==> src/rtl/calc_pkg.sv <==
// Shared definitions for the hex keypad calculator: opcode values and
// controller state encoding. Also imported by the keypad interpreter.
package calc_pkg;

    localparam logic [1:0] OP_ADD = 2'b00;
    localparam logic [1:0] OP_MUL = 2'b01;
    localparam logic [1:0] OP_INV = 2'b11;

    typedef enum logic [1:0] {
        ENTER_A = 2'b00,
        ENTER_B = 2'b01,
        MULT    = 2'b10,
        SHOW    = 2'b11
    } calc_state_t;

    // Only ADD and MULTIPLY act; 10 and 11 are dropped by the controller.
    function automatic logic op_valid(input logic [1:0] op);
        return (op == OP_ADD) || (op == OP_MUL);
    endfunction

endpackage

==> src/rtl/calc_mult_seq.sv <==
// Radix-2 shift-add multiplier, LSB-first, one multiplier bit per cycle.
// Bit 0 is folded into the start cycle so the full product is ready, with
// a one-cycle done pulse, WIDTH-1 cycles after start.
module calc_mult_seq #(
    parameter int WIDTH = 16
) (
    input  logic                 clk,
    input  logic                 rst,
    input  logic                 start,
    input  logic [WIDTH-1:0]     a,
    input  logic [WIDTH-1:0]     b,
    output logic                 done,
    output logic [2*WIDTH-1:0]   product
);

    localparam int CW = $clog2(WIDTH) + 1;
    localparam logic [CW-1:0] LAST = CW'(WIDTH - 1);

    logic [2*WIDTH-1:0] acc;
    logic [2*WIDTH-1:0] mcand;
    logic [WIDTH-1:0]   mplier;
    logic [CW-1:0]      cnt;
    logic               running;

    // Load on start (consuming bit 0), then add the shifted multiplicand per set bit.
    always_ff @(posedge clk or posedge rst) begin
        if (rst) begin
            acc     <= '0;
            mcand   <= '0;
            mplier  <= '0;
            cnt     <= '0;
            running <= 1'b0;
            done    <= 1'b0;
        end else begin
            done <= 1'b0;
            if (start) begin
                acc     <= b[0] ? {{WIDTH{1'b0}}, a} : '0;
                mcand   <= {{(WIDTH-1){1'b0}}, a, 1'b0};
                mplier  <= b >> 1;
                cnt     <= CW'(1);
                running <= 1'b1;
            end else if (running) begin
                if (mplier[0])
                    acc <= acc + mcand;
                mcand  <= mcand << 1;
                mplier <= mplier >> 1;
                cnt    <= cnt + CW'(1);
                if (cnt == LAST) begin
                    running <= 1'b0;
                    done    <= 1'b1;
                end
            end
        end
    end

    assign product = acc;

endmodule

==> src/rtl/calc_controller.sv <==
// Keypad calculator sequencer: assembles two hex operands, runs ADD in one
// cycle or MULTIPLY on calc_mult_seq, and selects the displayed value.
// Optional build macro: CALC_OVERFLOW_EN enables the ovf flag (carry out of
// the add, or nonzero upper product half); without it ovf stays 0.
module calc_controller
    import calc_pkg::*;
#(
    parameter int WIDTH = 16
) (
    input  logic             clk,
    input  logic             rst,
    input  logic             newhex,
    input  logic [3:0]       hexcode,
    input  logic             newop,
    input  logic [1:0]       opcode,
    input  logic             eq,
    output logic [WIDTH-1:0] display,
    output logic             busy,
    output logic [1:0]       op_pend,
    output logic             ovf
);

    if ((WIDTH % 4) != 0 || WIDTH < 8) begin : g_bad_width
        $error("calc_controller: WIDTH must be a multiple of 4 and >= 8");
    end

    calc_state_t      state, state_n;
    logic [WIDTH-1:0] a, a_n;
    logic [WIDTH-1:0] b, b_n;
    logic [WIDTH-1:0] result, result_n;
    logic [1:0]       op_reg, op_n;
    logic             ovf_reg, ovf_n;

    logic               mult_start;
    logic               mult_done;
    logic [2*WIDTH-1:0] product;

    logic [WIDTH-1:0]   sum_lo;
    logic               add_carry;
    logic               mul_hi;

    // Only the highest-priority pulse acts; an invalid operator still masks newhex.
    logic ev_eq, ev_op, ev_hex;
    assign ev_eq  = eq;
    assign ev_op  = !eq && newop && op_valid(opcode);
    assign ev_hex = !eq && !newop && newhex;

`ifdef CALC_OVERFLOW_EN
    assign {add_carry, sum_lo} = {1'b0, a} + {1'b0, b};
    assign mul_hi              = |product[2*WIDTH-1:WIDTH];
`else
    assign sum_lo    = a + b;
    assign add_carry = 1'b0;
    assign mul_hi    = 1'b0;
`endif

    calc_mult_seq #(.WIDTH(WIDTH)) u_mult (
        .clk     (clk),
        .rst     (rst),
        .start   (mult_start),
        .a       (a),
        .b       (b),
        .done    (mult_done),
        .product (product)
    );

    // State and datapath registers; reset aborts everything asynchronously.
    always_ff @(posedge clk or posedge rst) begin
        if (rst) begin
            state   <= ENTER_A;
            a       <= '0;
            b       <= '0;
            result  <= '0;
            op_reg  <= OP_ADD;
            ovf_reg <= 1'b0;
        end else begin
            state   <= state_n;
            a       <= a_n;
            b       <= b_n;
            result  <= result_n;
            op_reg  <= op_n;
            ovf_reg <= ovf_n;
        end
    end

    // Next-state and register updates for each key event per state.
    always_comb begin
        state_n    = state;
        a_n        = a;
        b_n        = b;
        result_n   = result;
        op_n       = op_reg;
        ovf_n      = ovf_reg;
        mult_start = 1'b0;
        case (state)
            ENTER_A: begin
                if (ev_op) begin
                    op_n    = opcode;
                    b_n     = '0;
                    state_n = ENTER_B;
                end else if (ev_hex) begin
                    a_n = {a[WIDTH-5:0], hexcode};
                end
            end
            ENTER_B: begin
                if (ev_eq) begin
                    if (op_reg == OP_MUL) begin
                        mult_start = 1'b1;
                        state_n    = MULT;
                    end else begin
                        result_n = sum_lo;
                        ovf_n    = add_carry;
                        state_n  = SHOW;
                    end
                end else if (ev_op) begin
                    op_n = opcode;
                end else if (ev_hex) begin
                    b_n = {b[WIDTH-5:0], hexcode};
                end
            end
            MULT: begin
                // Keys are dropped here; only the multiplier advances us.
                if (mult_done) begin
                    result_n = product[WIDTH-1:0];
                    ovf_n    = mul_hi;
                    state_n  = SHOW;
                end
            end
            SHOW: begin
                if (ev_op) begin
                    a_n     = result;
                    b_n     = '0;
                    ovf_n   = 1'b0;
                    op_n    = opcode;
                    state_n = ENTER_B;
                end else if (ev_hex) begin
                    a_n     = {{(WIDTH-4){1'b0}}, hexcode};
                    ovf_n   = 1'b0;
                    state_n = ENTER_A;
                end
            end
            default: state_n = ENTER_A;
        endcase
    end

    // Display follows the operand being edited, or the result once shown.
    always_comb begin
        case (state)
            ENTER_A: display = a;
            SHOW:    display = result;
            default: display = b;
        endcase
    end

    assign busy    = (state == MULT);
    assign op_pend = op_reg;
    assign ovf     = ovf_reg;

endmodule

==> config.mk <==
export PLATFORM = sky130hd
export DESIGN_NAME = calc_controller
export DESIGN_NICKNAME = d
export VERILOG_FILES = /design/src/rtl/calc_pkg.sv /design/src/rtl/calc_mult_seq.sv /design/src/rtl/calc_controller.sv
export SDC_FILE = /design/constraint.sdc
export NUM_CORES = 1
export LEC_CHECK = 0
export ABC_AREA = 1
export CORE_MARGIN = 3
export CORE_UTILIZATION = 35
export CTS_CLUSTER_DIAMETER = 100
export DETAILED_ROUTE_END_ITERATION = 12
export GPL_ROUTABILITY_DRIVEN = 1
export PLACE_DENSITY_LB_ADDON = 0.12
export SLEW_MARGIN = 5
export SYNTH_ARGS = -nofsm -noshare
export SYNTH_HDL_FRONTEND = slang
export SYNTH_SLANG_ARGS = --single-unit
==> constraint.sdc <==
create_clock -name clk -period 5 [get_ports clk]
set_clock_uncertainty 0.15 [all_clocks]
set_input_delay 1.25 -clock clk [delete_from_list [all_inputs] [get_ports clk]]
set_output_delay 1.25 -clock clk [all_outputs]
set_load 0.02 [all_outputs]
# After elaboration in Yosys (flattened, before gate mapping)
# Cells that the tools add are included.
[totals] register_bits=140 in_bits=11 output_inout_bits=20 word_cells=105
[op_classes] add_sub_neg=3 n_reduce_logical=23 n_eq_ne=17 muxes=50
[ops] operator="$mux 16" count=14
[ops] operator="$mux 32" count=5
[ops] operator="$pmux 16 s2" count=4
[ops] operator="$add 32x32->32" count=1
[ops] operator="$add 16x16->16" count=1
[ops] operator="$ne 2x2->1 const B" count=8
[ops] operator="$mux 1" count=15
[ops] operator="$mux 2" count=7
[ops] operator="$reduce_and 4->1" count=3
[ops] operator="$mux 5" count=2
[ops] operator="$reduce_and 5->1" count=2
[ops] operator="$reduce_bool 2->1" count=5
[ops] operator="$pmux 2 s4" count=1
[ops] operator="$eq 2x1->1 const B" count=3
[ops] operator="$add 5x1->5 const B" count=1
[ops] operator="$eq 5x4->1 const B" count=1
[ops] operator="$eq 2x2->1 const B" count=2
[ops] operator="$logic_and 1x1->1" count=4
[ops] operator="$logic_not 2->1" count=2
[ops] operator="$ne 2x1->1 const B" count=2
[ops] operator="$pmux 2 s2" count=1
[ops] operator="$reduce_and 2->1" count=2
[ops] operator="$ne 3x3->1 const B" count=1
[ops] operator="$pmux 1 s3" count=1
[ops] operator="4 further kinds" count=5

# Longest topological paths before layout
# Gate-level depths: netlist (run 1).
[depth] word_depth=7 ltp_mapped=12 mapped_depth_nobuf=12

# Hierarchy
# A second synthesis (run 1) with hierarchy kept.
[unflattened] hier_cells=1388 area_unflattened_um2=9676.8
[by_module_without_submodules] module="calc_mult_seq" instances=1 area_per_inst_um2=5900.7 seq_area_each_um2=2127.0 cells_each=854
[by_module_without_submodules] module="calc_controller" instances=1 area_per_inst_um2=3776.1 seq_area_each_um2=1301.2 cells_each=534

# Least setup slack after synthesis (run 1)
# OpenSTA, ideal clock, no wires.
[synth_path] kind="reg-to-output" startpoint="reg state[1]" endpoint="out display[15]" path_stages_with_launch=7 required_time_ns=3.600 arrival_time_ns=1.604 setup_slack_ns=1.996 path_buffers=2 path_cell_list="dfrtp_1 > inv_1 > ha_1 > buf_2 > inv_1 > clkbuf_1 > o21ai_0"
[synth_via] elab_chain_len=2 elab_cells_between_ends=3 classes_between="1 x eq/ne; 1 x mux; 1 x reduce/logical"
[synth_rtl] element="from (decl)" line_no="calc_controller.sv:27" source="calc_state_t state, state_n;"
[synth_rtl] element="from (signal assigned)" line_no="calc_controller.sv:77" source="state <= state_n;"
[synth_rtl] element="$eq 2x2->1 / $logic_not 2->1 (equally long branches)" line_no="calc_controller.sv:148" source="case (state)"
[synth_rtl] element="$pmux 16 s2 (*)" line_no="calc_controller.sv:148"
[synth_rtl] element="to (decl)" line_no="calc_controller.sv:17" source="output logic [WIDTH-1:0] display,"
# Mark *: on every way between the ends. The rest lies on a longest branch, timed or not.

# Final worst setup path (run 1)
[layout_path] startpoint="reg state[0]" endpoint="out display[14]"
# The elaborated chain is that of the path after synthesis.

==> run_results.csv, run 1 <==
group,metric,value,unit
outcome,outcome,"complete, no violations",
detailed_routing,antenna_left,0,
power_and_ir_drop,p_clk_share,15.8,%
setup_path,critPathMostFrequentCell,"inv_1",
clocking,clock_latency,360,ps
logic_synthesis,synth_top_area_share,37.45,%
clocking,cts_tree,"done",
clocking,post_cts_resized,0,
clocking,cts.reportedPaths.clkPinSlew,80,ps
cells_and_area,fill_cells,2074,
power_and_ir_drop,vdd_drop_max,0.0002535,V
die,coreArea,0.01959,sq mm
sta,min_period_over_period,87.50,%
place,post-place-ws,1023,ps
global_route,antenna_found_initial,0,
power_and_ir_drop,leakagePower,0.003968,uW
setup_path,slowest_stage,"ha_1",
die,die_y,147.6,microns
die,die_area,0.02178,sq mm
power_and_ir_drop,power.total,5097,uW
job,drv_cap,0,
clocking,h-tree-depth,3,
setup_path,crit_type,"flip-flop to output pin",
global_route,grt_max_degree,58,
power_and_ir_drop,p_comb_share,55.5,%
sta,grt_setup_unrepaired,"false",
clocking,cts_hold_buf,0,
clocking,cts_made_buffers,9,
cells_and_area,diodes,0,
detailed_routing,wl_per_cell,15.75,microns
clocking,post_cts_buffers,0,
global_route,overflow,0,
clocking,cts-root-buf,"clkbuf_16",
setup_path,worstPathBufferInverterCount,3,
logic_synthesis,avgSynthCellArea,7.059,sq um
sta,setup_tns,0,ps
detailed_routing,via_count,6262,
setup_path,crit_chain,"inv_1 -> ha_1 -> inv_1 -> o21ai_0 -> clkdlybuf4s50_1",
sta,fmax,228.6,MHz
die,ios,31,
worst_hold_path,hold_path.class,"flip-flop to flip-flop",
setup_path,crit_required,3600,ps
logic_synthesis,ys_warn_count,0,
cells_and_area,synthToLayoutAreaGrowth,11.38,%
clocking,cts.sinks,105,
detailed_routing,drt_iter0_drc,374,
place,portBuffers,29,
power_and_ir_drop,p_per_area,652.2,mW/mm^2
power_and_ir_drop,p_int,2592,uW
cells_and_area,stdcell_count,1269,
setup_path,critPathArrivalTime,2970,ps
place,dp_cells,1253,
place,place_congestion,0.8880,
global_route,grt_usage,19.00,%
setup_path,end_kind,"output pin",
die,floorplan.initialDensity,35.82,%
logic_synthesis,mappedNetlistArea,0.007017,sq mm
logic_synthesis,synth_nets,1043,
sta,fin_ws,625.2,ps
cells_and_area,seqCellArea,0.002628,sq mm
setup_path,cp_slowest_stage_delay,660,ps
logic_synthesis,netlist-cell-type-count,42,
logic_synthesis,synth_area_leader_cell,"dfrtp_1",
global_route,grt_pass1_vias,6003,
detailed_routing,via_per_inst,4.935,
power_and_ir_drop,power_frac_seq,28.7,%
logic_synthesis,synth_area_leaders,"dfrtp_1 37%, nand2_1 16%, nand3_1 7.6%",
sta,relSlewSlack,36.26,%
setup_path,cp-start-kind,"flip-flop",
sta,post-route-min-period,4375,ps
sta,worstMarginPinSlew,956.0,ps
logic_synthesis,synth_edf_count,0,
logic_synthesis,ys.flop_type,"dfrtp_1",
setup_path,crit_family,"buffers and inverters",
cells_and_area,multi_input_area,0.003659,sq mm
cells_and_area,layout_commonest_cell,"nand2_1",
logic_synthesis,synthesis.instances,994,
detailed_routing,dr.pass1.iters,5,
sta,fin_hold_ws,337.1,ps
power_and_ir_drop,p_sw,2504,uW
logic_synthesis,ys_async_sr_fraction,100.0,%
cells_and_area,drive_gt1_share,5.179,%
logic_synthesis,ys_seq_area_share,37.45,%
die,rows,51,
place,post-dp-hpwl,14720,microns
sta,final-max-slew-violation-count,0,
detailed_routing,route.detailed.drc,0,
die,die_x,147.6,microns
sta,finalSetupViolations,0,
logic_synthesis,synth.ff_latch_count,105,
clocking,clockBufferDepth,2,
cells_and_area,nNetsFinal,1048,
setup_path,ff2ff_setup_slack,2010,ps
setup_path,cp_max_fo,22,
global_route,grt_pass1_wl,33140,microns
cells_and_area,layout_common_cells,"301 x nand2_1, 129 x inv_1, 107 x nand3_1",
power_and_ir_drop,p_sw_share,49.13,%
detailed_routing,wl,19980,microns
sta,hold_viol,0,
-- Yosys cell counts, types with 3 or more instances --
| cell type | count |
|---|---|
| mux2i_1 | 4 |
| nand3b_1 | 11 |
| o21ai_0 | 50 |
| o21ai_1 | 11 |
| a31oi_1 | 11 |
| buf_6 | 3 |
| buf_4 | 4 |
| o211ai_1 | 16 |
| buf_2 | 21 |
| nand2_1 | 301 |
| clkbuf_1 | 12 |
| xor2_1 | 6 |
| nor2_1 | 67 |
| nand4_1 | 4 |
| nand3_1 | 107 |
| o21ai_2 | 10 |
| inv_1 | 130 |
| a21oi_1 | 32 |
| ha_1 | 36 |
| nor3_1 | 6 |
| o311ai_0 | 4 |
| dfrtp_1 | 105 |
| o22ai_1 | 14 |
| inv_2 | 5 |
-- final cells by class --
type / count / share of cell area (%)
repair buffers: 36 / 4.547
well taps: 265 / 4.243
inverters: 136 / 6.596
clock inverters: 6 / 1.121
clock buffers: 10 / 3.058
flip-flops and latches: 105 / 33.62
multi-input cells: 711 / 46.81
-- worst register-to-register path, stage by stage (launching register included) --
cell and delay (ps):
dfrtp_1 390, inv_1 100, ha_1 660, inv_1 520, nand2_1 210, nand3_2 370, inv_1 340, nand3_1 90
o21ai_0 90
-- worst paths after layout --
| kind | startpoint | to | cells after the start |
|---|---|---|---|
| max | state[0] | display[14] | 5 |
| min | result[15] | result[15] | 2 |
| max reg2reg | state[0] | b[1] | 8 |
| min reg2reg | result[15] | result[15] | 2 |
| max in group asynchronous | rst | result[13] | 3 |
| min in group asynchronous | rst | op_pend[0] | 2 |
-- through the flow --
step / util (%) / instance area (sq um)
3_3_place_gp: 38.23 / 7488
2_1_floorplan: - / 7017
6_report: 39.89 / 7815
3_5_place_dp: 38.23 / 7488
5_1_grt: 39.89 / 7815
4_1_cts: 39.89 / 7815
-- sequential cells by signal (all words and copies together) (netlist names) --
name,count
u_mult.done,1
op_pend,2
b,16
u_mult.cnt,5
result,16
state,2
u_mult.product,16
u_mult.mplier,15
u_mult.mcand,15
a,16
u_mult.running,1
-- per-layer routing --
layer / vias up / global-route usage (%) / routed length [microns]
met1: 2919 / 28.85 / 10480
met4: 0 / 5.079 / 268
met2: 98 / 28.56 / 8558
li1: 3227 / - / -
met5: - / 0 / 0
met3: 18 / 2.391 / 674
-- cell families after synthesis --
logic type	share of synthesized area [%]
adders and majority gates	6.990
and+or+nand+nor	30.44
xor gates and xnor gates	0.9986
muxes	0.5706
buffers and inverters	10.47
DFF	37.45
other	0.05344
AOI/OAI and AO/OA	13.03
-- power groups by stage --
| stage | Combinational [uW] | Clock, uW | Sequential [uW] |
|---|---|---|---|
| after floorplan | 2130 | 0 | 1360 |
| after global placement | 2820 | 0 | 1470 |
| after detailed placement | 2840 | 0 | 1470 |
| after CTS | 2850 | 812 | 1460 |
| after global routing | 3260 | 845 | 1510 |
| final | 2830 | 804 | 1460 |
Note: power is estimated with default switching activity, not from simulation.
==> run 2: changes to the inputs <==
MAX_ROUTING_LAYER = met4   (was unset)
==> run_results.csv, run 2 (synthesis gave the netlist of run 1 again) <==
group,metric,value,unit
sta,setup_tns,0,ps
detailed_routing,via_per_inst,4.916,
setup_path,reg2regPathDepth,8,
clocking,cts_tree,"done",
sta,grt_setup_unrepaired,"false",
sta,min_period_over_period,87.23,%
cells_and_area,layout_common_cells,"301 x nand2_1, 129 x inv_1, 107 x nand3_1",
clocking,cts.reportedPaths.clkPinSlew,80,ps
sta,fin_ws,638.6,ps
setup_path,crit_type,"flip-flop to output pin",
setup_path,critPathArrivalTime,2960,ps
place,post-place-ws,1023,ps
detailed_routing,antenna_left,0,
setup_path,crit_chain,"inv_1 -> ha_1 -> inv_1 -> o21ai_0 -> clkdlybuf4s50_1",
detailed_routing,wl,19990,microns
sta,final-max-slew-violation-count,0,
sta,worstMarginPinSlew,965.2,ps
die,floorplan.initialDensity,35.82,%
global_route,overflow,0,
clocking,cts_made_buffers,9,
die,die_x,147.6,microns
detailed_routing,route.detailed.drc,0,
die,die_y,147.6,microns
sta,hold_viol,0,
setup_path,cp_max_fo,22,
setup_path,critPathMostFrequentCell,"inv_1",
setup_path,crit_cells,5,
detailed_routing,via_count,6238,
sta,relSlewSlack,35.65,%
global_route,antenna_found_initial,0,
clocking,cts-root-buf,"clkbuf_16",
die,ios,31,
clocking,cts_hold_buf,0,
setup_path,ff2ff_setup_slack,2020,ps
clocking,post_cts_resized,0,
detailed_routing,dr.pass1.iters,5,
setup_path,cp-start-kind,"flip-flop",
place,place_congestion,0.9029,
die,coreArea,0.01959,sq mm
cells_and_area,layout_commonest_cell,"nand2_1",
die,die_area,0.02178,sq mm
sta,fmax,229.3,MHz
setup_path,rr_startpoint,"state[0]",
place,post-dp-hpwl,14720,microns
setup_path,cp_slowest_stage_delay,650,ps
setup_path,crit_family,"buffers and inverters",
clocking,post_cts_buffers,0,
job,drv_cap,0,
detailed_routing,drt_iter0_drc,465,
clocking,clockBufferDepth,2,
detailed_routing,top_layer,"met4",
clocking,cts.sinks,105,
sta,finalSetupViolations,0,
detailed_routing,wl_met2,8614,microns
cells_and_area,diodes,0,
setup_path,crit_start,"state[0]",
clocking,clock_latency,360,ps
setup_path,critical_path.endpoint,"display[14]",
clocking,h-tree-depth,3,
power_and_ir_drop,p_per_area,652.2,mW/mm^2
cells_and_area,nNetsFinal,1048,
global_route,grt_usage,19.55,%
cells_and_area,multi_input_area,0.003659,sq mm
detailed_routing,m1WireLength,10450,microns
setup_path,worstPathBufferInverterCount,3,
cells_and_area,synthToLayoutAreaGrowth,11.38,%
outcome,outcome,"complete, no violations",
sta,post-route-min-period,4361,ps
setup_path,slowest_stage,"ha_1",
power_and_ir_drop,vdd_drop_max,0.0002534,V
cells_and_area,utilization,39.89,%
power_and_ir_drop,leakagePower,0.003968,uW
setup_path,end_kind,"output pin",
global_route,grt_pass1_wl,33130,microns
cells_and_area,drive_gt1_share,5.179,%
place,portBuffers,29,
detailed_routing,wl_per_cell,15.75,microns
cells_and_area,seqCellArea,0.002628,sq mm
setup_path,crit_required,3600,ps
global_route,grt_pass1_vias,6008,
worst_hold_path,hold_path.class,"flip-flop to flip-flop",
cells_and_area,fill_cells,2074,
die,rows,51,
global_route,grt_max_degree,58,
setup_path,r2r-end,"b[1]",
detailed_routing,met3_length,643,microns
run 2: cell counts in the layout (fill, tap and decap cells not counted):
No cell type changed its count.
run 2: worst min path at each step:
stage          startpoint         end  depth (start not counted)
6_report       result[15]  result[15]                          2
5_1_grt        result[15]  result[15]                          2
4_1_cts        result[15]  result[15]                          2
3_5_place_dp   result[15]  result[15]                          2
3_3_place_gp   result[15]  result[15]                          2
2_1_floorplan  result[14]  result[14]                          2
run 2: cell type report:
class / count / area share, %
clock buffers: 10 / 3.058
clock inverters: 6 / 1.121
inverters: 136 / 6.596
multi-input cells: 711 / 46.81
flip-flops and latches: 105 / 33.62
well taps: 265 / 4.243
repair buffers: 36 / 4.547
run 2: per-stage QoR:
step / hold slack, ps / instances / instance area, sq um / power, uW
global placement: 315.2 / 1253 / 7488 / 4294
floorplan: 298.7 / 994 / 7017 / 3489
CTS: 334.1 / 1269 / 7815 / 5122
detailed placement: 314.7 / 1253 / 7488 / 4306
global route: 372.6 / 1269 / 7815 / 5612
finish: 335.4 / 1269 / 7815 / 5097
run 2: worst reg2reg max path: stages, from the launching register on:
cell     delay [ps]
dfrtp_1         390
inv_1           100
ha_1            650
inv_1           510
nand2_1         210
nand3_2         370
inv_1           340
nand3_1          90
o21ai_0          90
run 2: where the power goes:
part           switching, uW  internal (uW)
combinational           1860            970
sequential               297           1170
clock                    345            455
total                   2500           2590
run 2: layer usage:
layer	GRT usage, %	vias to the layer above
li1	-	3225
met1	28.83	2908
met2	28.77	87
met3	2.115	18
met4	5.079	0
met5	-	-
